$ cat config.mk
export PLATFORM = sky130hd
export DESIGN_NAME = mem_arbiter
export DESIGN_NICKNAME = d
export VERILOG_FILES = /design/src/rtl/mem_arb_pkg.sv /design/src/rtl/rr_pick3.sv /design/src/rtl/mem_arbiter.sv
export SDC_FILE = /design/constraint.sdc
export NUM_CORES = 1
export LEC_CHECK = 0
export CAP_MARGIN = 30
export CORE_AREA = 2 2 121 123
export DETAILED_ROUTE_END_ITERATION = 10
export DIE_AREA = 0 0 123 125
export SLEW_MARGIN = 25
export SYNTH_ARGS = -nofsm -noshare
export SYNTH_HDL_FRONTEND = slang
export SYNTH_HIERARCHICAL = 1
export SYNTH_SLANG_ARGS = --single-unit
$ cat constraint.sdc
create_clock -name clk -period 2 [get_ports clk]
set_clock_uncertainty 0.1 [all_clocks]
set_input_delay 0.3 -clock clk [delete_from_list [all_inputs] [get_ports clk]]
set_output_delay 0.3 -clock clk [all_outputs]
set_load 0.02 [all_outputs]
$ cat src/rtl/mem_arb_pkg.sv
// Shared definitions for the three-port RAM arbiter.
// Port IDs double as round-robin positions (IF -> D -> X -> IF).
// The lock FSM encoding and the default DMA burst limit are also defined here.
package mem_arb_pkg;

    localparam logic [1:0] PORT_IF = 2'd0;
    localparam logic [1:0] PORT_D  = 2'd1;
    localparam logic [1:0] PORT_X  = 2'd2;

    localparam int LOCK_MAX_DEF = 16;

    typedef enum logic {
        UNLOCKED = 1'b0,
        LOCKED   = 1'b1
    } lock_state_t;

    // Encode a one-hot {x, d, if} grant vector as a port ID. IF is returned when nothing is set.
    function automatic logic [1:0] port_of(input logic [2:0] onehot);
        logic [1:0] p;
        p = PORT_IF;
        if (onehot[PORT_D]) p = PORT_D;
        if (onehot[PORT_X]) p = PORT_X;
        return p;
    endfunction

endpackage

$ cat src/rtl/rr_pick3.sv
// Combinational 3-way round-robin picker. Search starts at the port after 'last'.
// Latency: 0 cycles. Backpressure: none; a request that is not picked simply waits.
// Ports: req[2:0] {x,d,if}, last = most recently granted port, force_x gives X absolute priority, gnt = one-hot pick.
module rr_pick3
    import mem_arb_pkg::*;
(
    input  logic [2:0] req,
    input  logic [1:0] last,
    input  logic       force_x,
    output logic [2:0] gnt
);

    always_comb begin
        gnt = 3'b000;
        if (force_x && req[PORT_X]) begin
            gnt[PORT_X] = 1'b1;
        end else begin
            case (last)
                PORT_IF: begin
                    if      (req[PORT_D])  gnt[PORT_D]  = 1'b1;
                    else if (req[PORT_X])  gnt[PORT_X]  = 1'b1;
                    else if (req[PORT_IF]) gnt[PORT_IF] = 1'b1;
                end
                PORT_D: begin
                    if      (req[PORT_X])  gnt[PORT_X]  = 1'b1;
                    else if (req[PORT_IF]) gnt[PORT_IF] = 1'b1;
                    else if (req[PORT_D])  gnt[PORT_D]  = 1'b1;
                end
                default: begin
                    if      (req[PORT_IF]) gnt[PORT_IF] = 1'b1;
                    else if (req[PORT_D])  gnt[PORT_D]  = 1'b1;
                    else if (req[PORT_X])  gnt[PORT_X]  = 1'b1;
                end
            endcase
        end
    end

endmodule

$ cat src/rtl/mem_arbiter.sv
// Shares one single-port sync RAM between instruction fetch (if_*), data (d_*) and DMA (x_*) ports.
// Latency: req->gnt 0 cycles (combinational); gnt->rvalid 1 cycle; at most one RAM access per cycle.
// Backpressure: a requester holds its request until it sees gnt. Round-robin order is IF->D->X. DMA may lock for up to LOCK_MAX grants.
// RAM side: mem_en/mem_addr/mem_we/mem_d are muxed from the granted port. mem_q returns the read one cycle later and is steered to the owner via rdata + *_rvalid.
module mem_arbiter
    import mem_arb_pkg::*;
#(
    parameter int LOCK_MAX = LOCK_MAX_DEF
) (
    input  logic        clk,
    input  logic        rst_n,
    input  logic        if_req,
    input  logic [31:0] if_addr,
    output logic        if_gnt,
    output logic        if_rvalid,
    input  logic        d_req,
    input  logic [31:0] d_addr,
    input  logic [3:0]  d_we,
    input  logic [31:0] d_wdata,
    output logic        d_gnt,
    output logic        d_rvalid,
    input  logic        x_req,
    input  logic [31:0] x_addr,
    input  logic [3:0]  x_we,
    input  logic [31:0] x_wdata,
    output logic        x_gnt,
    output logic        x_rvalid,
    input  logic        x_lock,
    output logic [31:0] rdata,
    output logic        mem_en,
    output logic [31:0] mem_addr,
    output logic [3:0]  mem_we,
    output logic [31:0] mem_d,
    input  logic [31:0] mem_q
);

    localparam logic [4:0] LOCK_MAX_C = 5'(LOCK_MAX);

    lock_state_t lock_state;
    logic [4:0]  lock_cnt;
    logic [1:0]  last;
    logic        tag_vld;
    logic [1:0]  tag_port;

    logic [2:0]  gnt;
    logic [1:0]  gnt_port;
    logic        gnt_rd;

    // Byte offsets are dropped: the RAM is word addressed and lanes are selected by we.
    logic unused_addr_bits;
    assign unused_addr_bits = ^{if_addr[1:0], d_addr[1:0], x_addr[1:0]};

    rr_pick3 u_pick (
        .req     ({x_req, d_req, if_req}),
        .last    (last),
        .force_x (lock_state == LOCKED),
        .gnt     (gnt)
    );

    assign if_gnt   = gnt[PORT_IF];
    assign d_gnt    = gnt[PORT_D];
    assign x_gnt    = gnt[PORT_X];
    assign gnt_port = port_of(gnt);

    always_comb begin
        mem_en   = |gnt;
        mem_addr = 32'h0;
        mem_we   = 4'h0;
        mem_d    = 32'h0;
        if (gnt[PORT_IF]) begin
            mem_addr = {if_addr[31:2], 2'b00};
        end else if (gnt[PORT_D]) begin
            mem_addr = {d_addr[31:2], 2'b00};
            mem_we   = d_we;
            mem_d    = d_wdata;
        end else if (gnt[PORT_X]) begin
            mem_addr = {x_addr[31:2], 2'b00};
            mem_we   = x_we;
            mem_d    = x_wdata;
        end
    end

    assign gnt_rd = mem_en && (mem_we == 4'h0);

    // Read return steering: the tag only ever holds a valid port ID, so tag_vld alone qualifies rdata.
    assign if_rvalid = tag_vld && (tag_port == PORT_IF);
    assign d_rvalid  = tag_vld && (tag_port == PORT_D);
    assign x_rvalid  = tag_vld && (tag_port == PORT_X);
    assign rdata     = tag_vld ? mem_q : 32'h0;

    // Arbitration history and owner tag.
    always_ff @(posedge clk or negedge rst_n) begin
        if (!rst_n) begin
            last     <= PORT_X;
            tag_vld  <= 1'b0;
            tag_port <= PORT_IF;
        end else begin
            if (mem_en) last <= gnt_port;
            tag_vld  <= gnt_rd;
            tag_port <= gnt_port;
        end
    end

    // DMA burst lock. A forced release always coincides with an X grant, so 'last'
    // becomes X and the lock can only be retaken through a normal round-robin X grant.
    always_ff @(posedge clk or negedge rst_n) begin
        if (!rst_n) begin
            lock_state <= UNLOCKED;
            lock_cnt   <= 5'd0;
        end else begin
            case (lock_state)
                UNLOCKED: begin
                    if (gnt[PORT_X] && x_lock && (LOCK_MAX_C > 5'd1)) begin
                        lock_state <= LOCKED;
                        lock_cnt   <= 5'd1;
                    end
                end
                LOCKED: begin
                    if (!x_lock || !x_req ||
                        (gnt[PORT_X] && (lock_cnt + 5'd1 == LOCK_MAX_C))) begin
                        lock_state <= UNLOCKED;
                        lock_cnt   <= 5'd0;
                    end else if (gnt[PORT_X]) begin
                        lock_cnt <= lock_cnt + 5'd1;
                    end
                end
                default: begin
                    lock_state <= UNLOCKED;
                    lock_cnt   <= 5'd0;
                end
            endcase
        end
    end

endmodule
==> summary by stage <==
Timing
After layout, the minimum clock period comes to about 2.4 ns. Setup repair after global routing could not meet its margin everywhere. The worst pin sits at a relative slew slack of 0.618.

The max-slew violation count is 0. The setup-violating endpoint count in the final report is between 60 and 70. The number of hold violations in the final report is 0.

The pin slew with the least headroom to its limit is ~0.57 ns. The fmax is roughly 420 MHz. Across all setup checks in the final design, the least slack found is -0.362 ns.

Of the available clock period, the critical path in the final layout requires 1.18.

Pwr
IR analysis of the VDD net gives a maximum drop of roughly 0.53 mV. The share of total power dissipated in combinational logic is 0.886. Summed over all cells, the static leakage comes to 2.82 nW. Cell internal power was estimated by the tool at about 0.0035 W.

Of the total power, the clock network draws 0.057. Power spread over the standard cell area amounts to 961 mW/mm2. For this design the total switching power over the nets is ~0.003 W. The share of total power dissipated in sequential elements is 0.056. Of the total power, the share spent switching nets is 0.461.

Clock tree
The H-tree depth is 1. The maximum buffer depth of the clock tree is 2. TritonCTS created 3 clock buffers.

The cell at the root of the clock tree is sky130_fd_sc_hd__clkbuf_16. The later pin in the worst-skew pair is clocked with a latency of about 0.24 ns. The clock slew at the register clock pins of the worst setup and hold paths is roughly 0.050 ns. The number of buffers inserted by hold repair at cts is 0. The TritonCTS clock tree is yes. CTS saw 11 sinks.

Final layout
Of the cells placed in the final design, the portion with a size suffix greater than 1 is 0.431. The repair_antennas step left the layout with diodes totalling 0. The share of the core filled with cells is 0.475. In the final design database the tool counted approximately 850 nets. The number of standard cells in the layout, taps in and fillers out is between 800 and 900. The relative area change from synthesis to final layout is 247%.

Setup path
The worst setup path is captured at a primary output. In this run the critical register-to-register path is launched from last[1]. The critical path startpoint is last[1]. The endpoint of the most critical setup path is mem_addr[25]. STA classifies the critical path startpoint as a flip-flop. The data arrival time of the critical path is roughly 2.0 ns. The critical-path maximum fanout is 6. The endpoint of the worst register-to-register path is tag_vld. The number of cell instances on the worst register-to-register path is 11.

The setup slack on the worst flop-to-flop path is -0.18 ns. The critical path in this run is classified as flip-flop to primary output. The worst path required time is 1.60 ns.

Die
The die footprint is ~0.015 mm2. The floorplan step set the die height to between 100 and 150 um. The core area is 0.0142 mm2. The initialized floorplan defines 44 standard-cell rows. The starting utilization of the core area is 0.137. From left edge to right edge, the die measures ~120 um. In this run the count of I/O pins placed on the die edge is ~310.

Routing
The ratio of routed vias to standard cells is ~4.4. The number of design-rule violations left by the first detailed-router iteration is 70. The routed wirelength normalized by instance count is 18.0 um. The number of nets with antenna violations after detailed routing is 0. The total via count after detailed routing is between 3,000 and 4,000. The detailed-route DRC error count is 0. The iteration count of the initial detailed-routing pass is 4. For this block, the routed nets add up to 14,800 um of wire.

Yosys
The Yosys step of the flow raised 6 warnings. The simple-gate area share of the yosys netlist is 0.327. In this run the cell area of the synthesized design comes to ~0.0019 mm2.

The average instance area after synthesis is around 6.4 um2. The share of synthesized area occupied by flip-flops and latches is 0.142. The compound-cell area share of the yosys netlist came to 0.391. Of the total synthesized cell area, the portion taken by full adders, half adders and majority gates is 0.0129. Synthesis inferred 11 register bits. By area, the combinational part of the netlist is dominated by compound AO/OA/AOI/OAI gates. The share of synthesized area spent on multiplexers is 0. Ranked by total cell area, the synthesized netlist is headed by sky130_fd_sc_hd__a22oi_1 (25%), sky130_fd_sc_hd__dfrtp_1 (13%), sky130_fd_sc_hd__and2_1 (11%).

Of the post-synthesis cell area, the dominant cell type holds 0.255. The post-synthesis cell type with the largest combined area is sky130_fd_sc_hd__a22oi_1. The count of different cell masters after synthesis is 37.

The fraction of synthesized cell area in xor and xnor cells is 0.0180. In the synthesized netlist, the number of instances is just over 300.

GRT
The number of global-route vias before repair came to 3,857. The first global-routing pass estimated between 20,000 and 25,000 um of wire. The total global routing track utilization is 0.166.

The total overflow left after global routing is 0. The initial antenna violation count came to 0. The pin count of the biggest net entering global routing is 34.

Flow run
Across the run, the number of max-cap violations was 0.

Placement
The final weighted congestion of routability-driven global placement is roughly 0.83. The count of input and output buffers is just over 300. Detailed placement ended at an HPWL of roughly 11,000 um. At the placement stage, the worst setup path has a slack of -1.04 ns. The count of placed standard cells including taps is 789.

Worst hold path
The worst hold-check path type is primary input to async pin.

Outcome
The run finished, with violations left. The final reports fail on negative setup slack.
## cell families (layout without fill, tap and decap cells)
group,count (synthesis),after routing
buf+inv,39,371
fa+ha+maj,2,2
xor+xnor,4,4
other cells,1,2
flops,11,11
compound gates,115,115
simple gates,132,133
## cell usage in the layout, fill, tap and decap left out, types with 4 or more instances in the layout
| cell type | instances |
|---|---|
| sky130_fd_sc_hd__o21ai_2 | 30 |
| sky130_fd_sc_hd__dlymetal6s2s_1 | 17 |
| sky130_fd_sc_hd__a22oi_2 | 63 |
| sky130_fd_sc_hd__buf_4 | 41 |
| sky130_fd_sc_hd__o21ai_0 | 4 |
| sky130_fd_sc_hd__dfrtp_1 | 10 |
| sky130_fd_sc_hd__inv_1 | 5 |
| sky130_fd_sc_hd__clkbuf_16 | 8 |
| sky130_fd_sc_hd__a21oi_1 | 5 |
| sky130_fd_sc_hd__dlygate4sd2_1 | 4 |
| sky130_fd_sc_hd__buf_12 | 13 |
| sky130_fd_sc_hd__nor2_4 | 32 |
| sky130_fd_sc_hd__buf_6 | 55 |
| sky130_fd_sc_hd__buf_16 | 4 |
| sky130_fd_sc_hd__and2_1 | 33 |
| sky130_fd_sc_hd__buf_8 | 6 |
| sky130_fd_sc_hd__clkdlybuf4s50_1 | 213 |
| sky130_fd_sc_hd__nor2_2 | 5 |
| sky130_fd_sc_hd__nand2_1 | 39 |
## state kept, by name, indices dropped and copies added, names as in the netlist
name,count
tag_vld,1
lock_cnt,5
lock_state,1
last,2
tag_port,2
## worst min path at each step
stage,startpoint,endpoint,slack [ns]
3_5_place_dp,last[1],last[1],0.39
3_3_place_gp,last[1],last[1],0.38
2_1_floorplan,rst_n,last[0],-0.1
4_1_cts,rst_n,lock_cnt[4],0.33
5_1_grt,rst_n,lock_cnt[4],0.36
6_report,rst_n,lock_cnt[4],0.33
## stage by stage
stage          hold slack (ns)  setup TNS (ns)  power [W]  area (um2)
2_1_floorplan          -0.0956           -2.82    0.00299        2520
3_3_place_gp             0.380          -65.38    0.00506        5880
3_5_place_dp             0.389          -68.87    0.00511        5880
4_1_cts                  0.333          -25.39    0.00601        6290
5_1_grt                  0.357          -26.63    0.00686        6750
6_report                 0.330          -20.99    0.00648        6750
## cell usage after synthesis, drive strengths merged
master and number:
inv 6, o21ai 35, ha 2, nand2 40, conb 1, a22oi 66, xor2 2, dfrtp 10
nor2b 5, a21oi 6, nor3 3, nor3b 2, and2 34, o31ai 1, buf 22, a22o 1
nor2 40, o22ai 1, a31oi 2, and3 1, o2bb2ai 2, o21a 1, dfstp 1, xnor2 2
clkbuf 11, nand3 3, nand4 2, and3b 1, nand2b 1
## timing repair
item,in CTS,in global routing
cloned,6,8
setup buffers,8,9
setup endpoints to repair,76,86
pin swaps,27,31
resized for setup,415,79
## critical path, stage by stage, from the launching register on
cell and delay, ns:
sky130_fd_sc_hd__dfstp_2 0.57, sky130_fd_sc_hd__o22ai_2 0.09, sky130_fd_sc_hd__and3_4 0.17, sky130_fd_sc_hd__nor2b_4 0.22, sky130_fd_sc_hd__buf_6 0.16, sky130_fd_sc_hd__clkbuf_16 0.16
sky130_fd_sc_hd__a22oi_2 0.07, sky130_fd_sc_hd__o21ai_2 0.15, sky130_fd_sc_hd__buf_6 0.13
## layer usage
metal,global-route usage,wire length [um],vias up
met4,0.0354,368,0
li1,-,-,1756
met3,0.0287,1270,22
met1,0.164,4920,1667
met2,0.344,8260,204
met5,0,0,-
## power groups by stage
stage | Clock, W | Combinational [W] | Sequential (W)
after global placement | 0 | 0.00470 | 0.000357
after CTS | 0.000381 | 0.00526 | 0.000362
final | 0.000372 | 0.00575 | 0.000364
after floorplan | 0 | 0.00264 | 0.000345
after global routing | 0.000385 | 0.00610 | 0.000372
after detailed placement | 0 | 0.00475 | 0.000363
## layout make-up
cell class	count	area [um2]
Fill cell	1337	7460
Timing Repair Buffer	361	3910
Multi-Input combinational cell	256	2230
Sequential cell	11	277
Tap cell	184	230
Clock buffer	4	78.8
Inverter	6	22.5
(Power assumes the default switching activity.)
